--- src/rtl/barker_transmitter_pkg.sv ---
// korelator_pkg: types and constants shared between the Barker transmit and receive paths.
package korelator_pkg;
  localparam int SAMPLE_W = 8;
  localparam logic [12:0] BARKER13 = 13'b1111100110101;
  typedef enum logic [1:0] {IDLE, SEND, GAP} state_t;
endpackage

--- src/rtl/barker_transmitter_if.sv ---
// barker_transmitter_if: control inputs and sample outputs of the Barker probe transmitter.
interface barker_transmitter_if;
  import korelator_pkg::*;
  logic ena;
  logic start;
  logic continuous;
  logic abort;
  logic signed [SAMPLE_W-1:0] tx;
  logic sync;
  logic busy;
  logic done;
  modport master (output ena, start, continuous, abort, input tx, sync, busy, done);
  modport slave (input ena, start, continuous, abort, output tx, sync, busy, done);
endinterface

--- src/rtl/barker_transmitter_chip_timer.sv ---
// chip_timer: enable-gated prescaler, strobes chip_end on the last enabled cycle of each chip.
module chip_timer #(
  parameter int CHIP_LEN = 4
) (
  input  logic clk,
  input  logic rst,
  input  logic en,
  input  logic clr,
  output logic chip_end
);
  logic [7:0] cnt_q, cnt_d;
  assign chip_end = en && cnt_q == 8'(CHIP_LEN - 1);
  always_comb cnt_d = (clr || chip_end) ? '0 : en ? cnt_q + 8'd1 : cnt_q;
  always_ff @(posedge clk or negedge rst)
    if (!rst) cnt_q <= '0;
    else cnt_q <= cnt_d;
endmodule

--- src/rtl/barker_transmitter.sv ---
// barker_transmitter: emits Barker probe bursts of +/-AMPL chips followed by a zero guard gap.
module barker_transmitter import korelator_pkg::*; #(
  parameter int CHIP_LEN = 4,
  parameter int AMPL = 100,
  parameter int CODE_LEN = 13,
  parameter logic [CODE_LEN-1:0] CODE = BARKER13,
  parameter int GAP = 64
) (
  input logic clk,
  input logic rst,
  barker_transmitter_if.slave bus
);
  localparam logic [8:0] NEG9 = 9'd0 - 9'(AMPL);
  localparam logic [SAMPLE_W-1:0] POS = SAMPLE_W'(AMPL);
  localparam logic [SAMPLE_W-1:0] NEG = NEG9[SAMPLE_W-1:0];
  state_t state_q, state_d;
  logic [3:0] idx_q, idx_d;
  logic [9:0] gap_q, gap_d;
  logic [SAMPLE_W-1:0] tx_q, tx_d;
  logic [CODE_LEN-1:0] code_sh;
  logic sync_q, sync_d, busy_q, busy_d, done_q, done_d;
  logic go, kill, chip_end, last_chip, gap_end, launch;
  chip_timer #(.CHIP_LEN(CHIP_LEN)) u_timer (
    .clk(clk),
    .rst(rst),
    .en(go && state_q == SEND),
    .clr(launch || kill),
    .chip_end(chip_end)
  );
  always_comb begin
    go = bus.ena && !bus.abort;
    kill = bus.ena && bus.abort;
    last_chip = chip_end && idx_q == 4'(CODE_LEN - 1);
    gap_end = state_q == korelator_pkg::GAP && gap_q == 10'(GAP - 1);
    launch = go && ((state_q == IDLE && bus.start) || (gap_end && bus.continuous));
    state_d = state_q;
    idx_d = idx_q;
    gap_d = gap_q;
    if (kill || launch) begin
      state_d = kill ? IDLE : SEND;
      idx_d = '0;
      gap_d = '0;
    end else if (go) begin
      idx_d = last_chip ? '0 : chip_end ? idx_q + 4'd1 : idx_q;
      gap_d = (state_q == korelator_pkg::GAP && !gap_end) ? gap_q + 10'd1 : '0;
      state_d = last_chip ? korelator_pkg::GAP : gap_end ? IDLE : state_q;
    end
    // Outputs are computed from the next state so they line up with it after the edge.
    code_sh = CODE << idx_d;
    tx_d = !bus.ena ? tx_q : state_d == SEND ? (code_sh[CODE_LEN-1] ? POS : NEG) : '0;
    busy_d = bus.ena ? state_d != IDLE : busy_q;
    sync_d = launch;
    done_d = go && gap_end;
  end
  always_ff @(posedge clk or negedge rst)
    if (!rst) begin
      state_q <= IDLE;
      idx_q <= '0;
      gap_q <= '0;
      tx_q <= '0;
      sync_q <= 1'b0;
      busy_q <= 1'b0;
      done_q <= 1'b0;
    end else begin
      state_q <= state_d;
      idx_q <= idx_d;
      gap_q <= gap_d;
      tx_q <= tx_d;
      sync_q <= sync_d;
      busy_q <= busy_d;
      done_q <= done_d;
    end
  assign bus.tx = tx_q;
  assign bus.sync = sync_q;
  assign bus.busy = busy_q;
  assign bus.done = done_q;
endmodule

--- src/flat_wrapper.sv ---
// flat-port wrapper written by rule: the top's interface ports become plain ports
module barker_transmitter_flat import korelator_pkg::*;
#(
  parameter int CHIP_LEN = 4,
  parameter int AMPL = 100,
  parameter int CODE_LEN = 13,
  parameter logic [CODE_LEN-1:0] CODE = BARKER13,
  parameter int GAP = 64
)
  (clk, rst, bus_ena, bus_start, bus_continuous, bus_abort, bus_tx, bus_sync, bus_busy, bus_done);
  barker_transmitter_if bus_i ();
  input logic clk;
  input logic rst;
  input wire logic [$bits(bus_i.ena)-1:0] bus_ena;
  input wire logic [$bits(bus_i.start)-1:0] bus_start;
  input wire logic [$bits(bus_i.continuous)-1:0] bus_continuous;
  input wire logic [$bits(bus_i.abort)-1:0] bus_abort;
  output wire logic [$bits(bus_i.tx)-1:0] bus_tx;
  output wire logic [$bits(bus_i.sync)-1:0] bus_sync;
  output wire logic [$bits(bus_i.busy)-1:0] bus_busy;
  output wire logic [$bits(bus_i.done)-1:0] bus_done;
  assign bus_i.ena = bus_ena;
  assign bus_i.start = bus_start;
  assign bus_i.continuous = bus_continuous;
  assign bus_i.abort = bus_abort;
  assign bus_tx = bus_i.tx;
  assign bus_sync = bus_i.sync;
  assign bus_busy = bus_i.busy;
  assign bus_done = bus_i.done;
  barker_transmitter #(.CHIP_LEN(CHIP_LEN), .AMPL(AMPL), .CODE_LEN(CODE_LEN), .CODE(CODE), .GAP(GAP)) u_core (.clk(clk), .rst(rst), .bus(bus_i));
endmodule
--- config.mk ---
export PLATFORM = sky130hd
export DESIGN_NAME = barker_transmitter_flat
export DESIGN_NICKNAME = d
export VERILOG_FILES = /design/src/rtl/barker_transmitter_pkg.sv /design/src/rtl/barker_transmitter_if.sv /design/src/rtl/barker_transmitter_chip_timer.sv /design/src/rtl/barker_transmitter.sv /design/src/flat_wrapper.sv
export SDC_FILE = /design/constraint.sdc
export NUM_CORES = 1
export LEC_CHECK = 0
export ABC_AREA = 1
export CORE_AREA = 3 3 62 106
export CTS_CLUSTER_DIAMETER = 150
export DETAILED_ROUTE_END_ITERATION = 10
export DIE_AREA = 0 0 65 109
export HOLD_SLACK_MARGIN = 0.12
export PLACE_DENSITY = 0.5
export SLEW_MARGIN = 30
export SYNTH_ARGS = -nofsm -noshare
export SYNTH_HDL_FRONTEND = slang
export SYNTH_SLANG_ARGS = --single-unit
--- constraint.sdc ---
create_clock -name clk -period 6.6 [get_ports clk]
set_clock_uncertainty 0.2 [all_clocks]
set_input_delay 0.66 -clock clk [delete_from_list [all_inputs] [get_ports clk]]
set_output_delay 0.66 -clock clk [all_outputs]
set_load 0.005 [all_outputs]
---- Yosys cells after proc, flatten, opt, wreduce, memory -nomap -nowiden ----
Index checks and enable logic that the tools add are counted.
storage, ports and cells
  register bits ........................... 35
  bits of input ports ..................... 6
  logic and storage cells ................. 54
operators by class
  add/sub/neg operators ................... 3
  equal/unequal tests ..................... 6
  shift operators ......................... 1
  muxes and demuxes ....................... 16
  reductions and logical operators ........ 20
operators by type and width
  kind                                                count
  2-to-1 mux 8 bit                                    4
  2-to-1 mux 10 bit                                   3
  2-to-1 mux 4 bit                                    4
  << shifter 13 x 4 -> 13 bit (first input constant)  1
  logical AND 1 bit                                   11
  adder 10 x 1 -> 10 bit (second input constant)      1
  == test 10 x 6 -> 1 bit (second input constant)     1
  adder 8 x 1 -> 8 bit (second input constant)        1
  == test 8 x 2 -> 1 bit (second input constant)      1
  2-to-1 mux 2 bit                                    4
  nonzero test 2 bit                                  3
  adder 4 x 1 -> 4 bit (second input constant)        1
  == test 2 x 1 -> 1 bit (second input constant)      2
  == test 4 bit (second input constant)               1
  logical OR 1 bit                                    3
  == test 2 bit (second input constant)               1
  logical NOT 1 bit                                   2
  logical NOT 2 bit                                   1
  2-to-1 mux 1 bit                                    1

---- Depth between registers and ports, before layout ----
  word-level depth ........................ 11
  depth in mapped cells ................... 16

---- Cells and area by module ----
A second synthesis with hierarchy kept.
unflattened totals
  cells, all modules ...................... 230
  area, all modules ....................... 1856.8 µm²
by module, submodules not included
  module              times used  cells each  area each (µm²)  sequential area each (µm²)
  barker_transmitter  1           161         1355.0           550.5
  chip_timer          1           69          501.7            200.2

---- Worst setup path before layout ----
No wires, ideal clock.
  path kind ............................... input port to flip-flop
  from .................................... in bus_abort
  to ...................................... reg u_core.tx_q[4] (netlist: u_core.bus.tx[4])
  arrival ................................. 1.999 ns
  required time ........................... 6.283 ns
  path slack .............................. 4.283 ns
  cell stages on the path ................. 12
  path buffers ............................ 0
  cell sequence ........................... inv_1 nand2_2 nor2_1 nand4_1 nand3_2 nor2_1 a21boi_1 ha_1 nand2_1 o21ai_2 nand3_1 nand2_1
between the ends
  word-level cells in the longest chain between the ends .. 11
  elaborated cells between the ends (all ways) .. 20
  classes of those cells .................. 1 x eq/ne; 1 x shift; 10 x mux; 8 x reduce/logical
RTL lines
  what                                                          RTL line                                            source
  from (decl)                                                   flat_wrapper.sv:17                                  input wire logic [$bits(bus_i.abort)-1:0] bus_abort;
  logical NOT 1 bit                                             barker_transmitter.sv:31                            go = bus.ena && !bus.abort;
  logical AND 1 bit                                             barker_transmitter.sv:31
  logical AND 1 bit                                             barker_transmitter.sv:26                            .en(go && state_q == SEND),
  logical AND 1 bit                                             barker_transmitter_chip_timer.sv:12                 assign chip_end = en && cnt_q == 8'(CHIP_LEN - 1);
  2-to-1 mux 4 bit / logical AND 1 bit (equally long branches)  barker_transmitter.sv:44, barker_transmitter.sv:33
  2-to-1 mux 4 bit                                              barker_transmitter.sv:44                            idx_d = last_chip ? '0 : chip_end ? idx_q + 4'd1 : idx_q;
  2-to-1 mux 4 bit                                              barker_transmitter.sv:43                            end else if (go) begin
  2-to-1 mux 4 bit                                              barker_transmitter.sv:39                            if (kill || launch) begin
  << shifter 13 x 4 -> 13 bit                                   barker_transmitter.sv:49                            code_sh = CODE << idx_d;
  2-to-1 mux 8 bit                                              barker_transmitter.sv:50                            tx_d = !bus.ena ? tx_q : state_d == SEND ? (code_sh[CODE_LEN-1] ? POS : NEG) : '0;
  2-to-1 mux 8 bit *                                            barker_transmitter.sv:50
  to (signal assigned)                                          barker_transmitter.sv:68                            tx_q <= tx_d;
  to (decl)                                                     barker_transmitter.sv:19                            logic [SAMPLE_W-1:0] tx_q, tx_d;
Every way passes the cells marked *; elsewhere a longest branch is shown, timed or not.
A chain may end at the register's enable or synchronous reset.

---- Final worst setup path ----
  from .................................... in bus_ena
  to ...................................... reg u_core.tx_q[4] (netlist: u_core.bus.tx[4])
between the ends
  word-level cells in the longest chain between the ends .. 10
  elaborated cells between the ends (all ways) .. 19
  classes of those cells .................. 1 x eq/ne; 1 x shift; 10 x mux; 7 x reduce/logical
RTL lines
  what                                                          RTL line                                            source
  from (decl)                                                   flat_wrapper.sv:14                                  input wire logic [$bits(bus_i.ena)-1:0] bus_ena;
  logical AND 1 bit                                             barker_transmitter.sv:31
  logical AND 1 bit                                             barker_transmitter.sv:26
  logical AND 1 bit                                             barker_transmitter_chip_timer.sv:12
  2-to-1 mux 4 bit / logical AND 1 bit (equally long branches)  barker_transmitter.sv:44, barker_transmitter.sv:33
  2-to-1 mux 4 bit                                              barker_transmitter.sv:44
  2-to-1 mux 4 bit                                              barker_transmitter.sv:43
  2-to-1 mux 4 bit                                              barker_transmitter.sv:39
  << shifter 13 x 4 -> 13 bit                                   barker_transmitter.sv:49
  2-to-1 mux 8 bit (2 in series)                                barker_transmitter.sv:50
Parallel ways exist; a longest one is shown, timed or not.

==> out/results.md <==
| Quantity | Value |
| --- | --- |
| Fraction of final layout cells sized beyond drive strength 1 | 0.117 |
| Register bit total from synthesis | 30 |
| Diode insertion count for antenna repair | 0 |
| Run status | completed |
| GRT Total Usage | 0.117 |
| Largest incremental delay on the critical path | 0.81 ns |
| Setup TNS | 0 ns |
| Mapped cell area | 1710 µm² |
| Leak pwr | 0.916 nW |
| Worst-case clock buffer depth | 2 |
| # DRC | 0 |
| Transition time at the pin with the least slew margin | 0.534 ns |
| Syn avg cell area | 8.28 µm² |
| Cell types occupying the most area after synthesis | sky130_fd_sc_hd__dfrtp_1 44%, sky130_fd_sc_hd__nand2_1 10%, sky130_fd_sc_hd__inv_1 6.4%, sky130_fd_sc_hd__xor2_1 6.2%, sky130_fd_sc_hd__nand3_1 3.8% |
| Class of the most critical setup path | in2reg |
| CP max FO | 13 |
| Placeable core region | 5720 µm² |
| IO Count | 17 |
| H-tree depth reported by CTS | 2 |
| Quantity of I/O buffers inserted on ports | 14 |
| Initial antenna violation count | 0 |
| Starting density of the core | 0.298 |
| Area share of the largest cell type after synthesis | 0.440 |
| Number of placement rows | 36 |
| Clock net sink count | 30 |
| Die boundary width | 65 µm |
| Register area share after synthesis | 0.440 |
| Data required time at the worst endpoint | 6.57 ns |
| Routability-driven placement congestion ratio | 0.787 |
| Critical path launch point type | primary input |
| Critical path endpoint category | flip-flop |
| DRC marker count from the first detailed-route iteration | 28 |
| Congestion Overflow GR | 0 |
| Setup repair after global routing missed its margin | no |
| Number of distinct library cell variants in the gate-level netlist after synthesis | 33 |
| Count of flip-flops with a built-in enable after synthesis | 0 |
| TritonCTS Buffers | 5 |
| Fmax achieved | 330 MHz |
| Number of global-route vias before repair | 1401 |
| DR pass1 iterations | 4 |
| Dominant cell type by area after synthesis | sky130_fd_sc_hd__dfrtp_1 |
| Class of the most critical hold timing path | reg2reg |
| Wire length of the first global-routing pass | 6250 µm |
| Instance count of the mapped netlist | 206 |
| Fraction of synthesis flops using an asynchronous set or reset pin | 1.00 |
| Clock-pin slew on the worst setup and hold paths | 0.06 ns |
| Most used flip-flop cell after synthesis | sky130_fd_sc_hd__dfrtp_1 |
| Number of max-cap violations | 0 |
| Library cell used as clock root buffer | sky130_fd_sc_hd__clkbuf_8 |
| Worst slew slack as a fraction of its limit | 0.643 |
| Wirelength per Cell | 11.9 µm |
| Number of nets with antenna violations after routing | 0 |
| Worst path slowest cell | sky130_fd_sc_hd__clkdlybuf4s50_1 |
| Vias per cell | 4.41 |
| Clock latency on the worst-skew pair | 0.28 ns |
| DPL Wire Length | 2760 µm |
| Final setup violating endpoints | 0 |
| Worst voltage drop across the vdd grid | 107 µV |
| Pin count of the biggest net entering global routing | 31 |
| Signed area change from the synthesized netlist to the final layout | 18.6% |
| Data arrival time of the critical path | 3.00 ns |
| Post_cts resized | 0 |
| Final period demand of the worst path | 3.03 ns |
| Area enclosed by the die boundary | 7090 µm² |
| Pwr dens | 202 nW/µm² |
| Post-route total power | 0.408 mW |
| Routed WL | 3570 µm |
| Cells along the critical path | clkdlybuf4s50_1 > nand2_2 > nor2_1 > nand4_1 > nand3_2 > nor2_1 > a21boi_1 > ha_1 > nand2_1 > o21ai_2 > nand3_1 > nand2_1 |
| Final number of hold-violating endpoints | 0 |
| Final worst-path cycle share | 0.460 |
| Slew Viols, Final | 0 |
| Count of yosys warnings during synthesis | 0 |
| Total number of nets in the final design | 234 |
| Y dimension of the die | 109 µm |
| Count of hold-fix buffers inserted at cts | 0 |
| Via count of the routed design | 1319 |
| CTS tree | done |
| Setup bufs post-CTS | 0 |
==> through the flow <==
stage | setup slack [ns] | std cells | hold WS (ns) | area [µm²] | util
after global routing | 3.33 | 299 | 0.331 | 2020 | 0.354
after detailed placement | 3.27 | 292 | 0.269 | 1910 | 0.334
after floorplan | 4.28 | 207 | 0.164 | 1710 | -
after global placement | 3.29 | 292 | 0.272 | 1910 | 0.334
final | 3.57 | 299 | 0.285 | 2020 | 0.354
after CTS | 3.57 | 299 | 0.293 | 2020 | 0.354
==> layout make-up <==
cell class / count / area [µm²]
fill: 637 / 3700
multi-input combinational: 139 / 796
sequential: 30 / 751
timing repair buffer: 15 / 148
inverter: 32 / 123
tap: 76 / 95.1
clock buffer: 6 / 82.6
clock inverter: 1 / 30.0
==> sequential cells by signal (all words and copies together), names as in the netlist <==
| signal | cells |
|---|---|
| u_core.idx_q | 4 |
| u_core.state_q | 2 |
| u_core.bus.sync | 1 |
| u_core.bus.done | 1 |
| u_core.bus.busy | 1 |
| u_core.bus.tx | 3 |
| u_core.gap_q | 10 |
| u_core.u_timer.cnt_q | 8 |
==> logic make-up after synthesis <==
| group | count (synthesis) | share of synthesized area |
|---|---|---|
| AND/OR/NAND/NOR | 99 | 0.287 |
| buffers and inverters | 38 | 0.0960 |
| flip-flops | 30 | 0.440 |
| AO/OA/AOI/OAI | 20 | 0.0711 |
| XOR/XNOR | 13 | 0.0667 |
| adder cells (fa/ha/maj) | 5 | 0.0367 |
| other | 1 | 0.00220 |
==> layout by cell type (no fill, tap or decap), types with 5 or more instances in the layout <==
| master | Yosys | final |
|---|---|---|
| sky130_fd_sc_hd__o22ai_1 | 8 | 8 |
| sky130_fd_sc_hd__clkdlybuf4s50_1 | 0 | 14 |
| sky130_fd_sc_hd__xor2_1 | 12 | 12 |
| sky130_fd_sc_hd__nand2_1 | 46 | 46 |
| sky130_fd_sc_hd__dfrtp_1 | 30 | 30 |
| sky130_fd_sc_hd__clkbuf_8 | 0 | 6 |
| sky130_fd_sc_hd__nor2_1 | 16 | 16 |
| sky130_fd_sc_hd__ha_1 | 5 | 5 |
| sky130_fd_sc_hd__inv_1 | 29 | 29 |
| sky130_fd_sc_hd__nor2_2 | 5 | 5 |
| sky130_fd_sc_hd__nand3_1 | 13 | 13 |
==> critical path: cells and delay by family <==
kind	cells	cell delay [ns]
and+or+nand+nor	8	1.06
adders and majority gates	1	0.25
AOI/OAI and AO/OA	2	0.23
buffers and inverters	1	0.81
==> report_power, final <==
group          leakage [nW]  total [mW]  internal, mW  switching [mW]
sequential            0.415       0.190         0.188         0.00251
clock                0.0573       0.187         0.121          0.0668
combinational         0.443      0.0304        0.0123          0.0182
==> per-layer routing <==
| layer | wire (µm) | track usage | share of wire | vias to the layer above |
|---|---|---|---|---|
| met2 | 1940 | 0.209 | 0.54 | 20 |
| met3 | 104 | 0.0289 | 0.029 | 6 |
| li1 | - | - | - | 682 |
| met1 | 1440 | 0.123 | 0.40 | 611 |
| met4 | 87 | 0.0696 | 0.024 | 0 |
| met5 | 0 | 0 | 0 | - |
==> path summary, 6_finish.rpt <==
check	start	to	slack [ns]	depth (start not counted)
setup / recovery	bus_ena	u_core.bus.tx[4]	3.57	12
hold / removal	u_core.bus.busy	u_core.bus.busy	0.29	2
setup reg to reg	u_core.gap_q[0]	u_core.bus.tx[4]	4.10	12
hold reg to reg	u_core.bus.busy	u_core.bus.busy	0.29	2
max in group asynchronous	rst	u_core.u_timer.cnt_q[5]	5.34	2
min in group asynchronous	rst	u_core.bus.tx[6]	0.57	2
==> cell usage after synthesis, types with 2 or more instances <==
cell type                 instances
sky130_fd_sc_hd__nand4_1          4
sky130_fd_sc_hd__buf_4            5
sky130_fd_sc_hd__nor2_2           5
sky130_fd_sc_hd__o21ai_1          4
sky130_fd_sc_hd__nor2_1          16
sky130_fd_sc_hd__inv_1           29
sky130_fd_sc_hd__xor2_1          12
sky130_fd_sc_hd__nand2_2          2
sky130_fd_sc_hd__o22ai_1          8
sky130_fd_sc_hd__nor4_1           2
sky130_fd_sc_hd__dfrtp_1         30
sky130_fd_sc_hd__o21ai_0          2
sky130_fd_sc_hd__a21oi_1          2
sky130_fd_sc_hd__nand3_1         13
sky130_fd_sc_hd__nand2_1         46
sky130_fd_sc_hd__nand3_2          2
sky130_fd_sc_hd__ha_1             5
sky130_fd_sc_hd__nor3_1           4
Power figures use the tool's default switching activity.
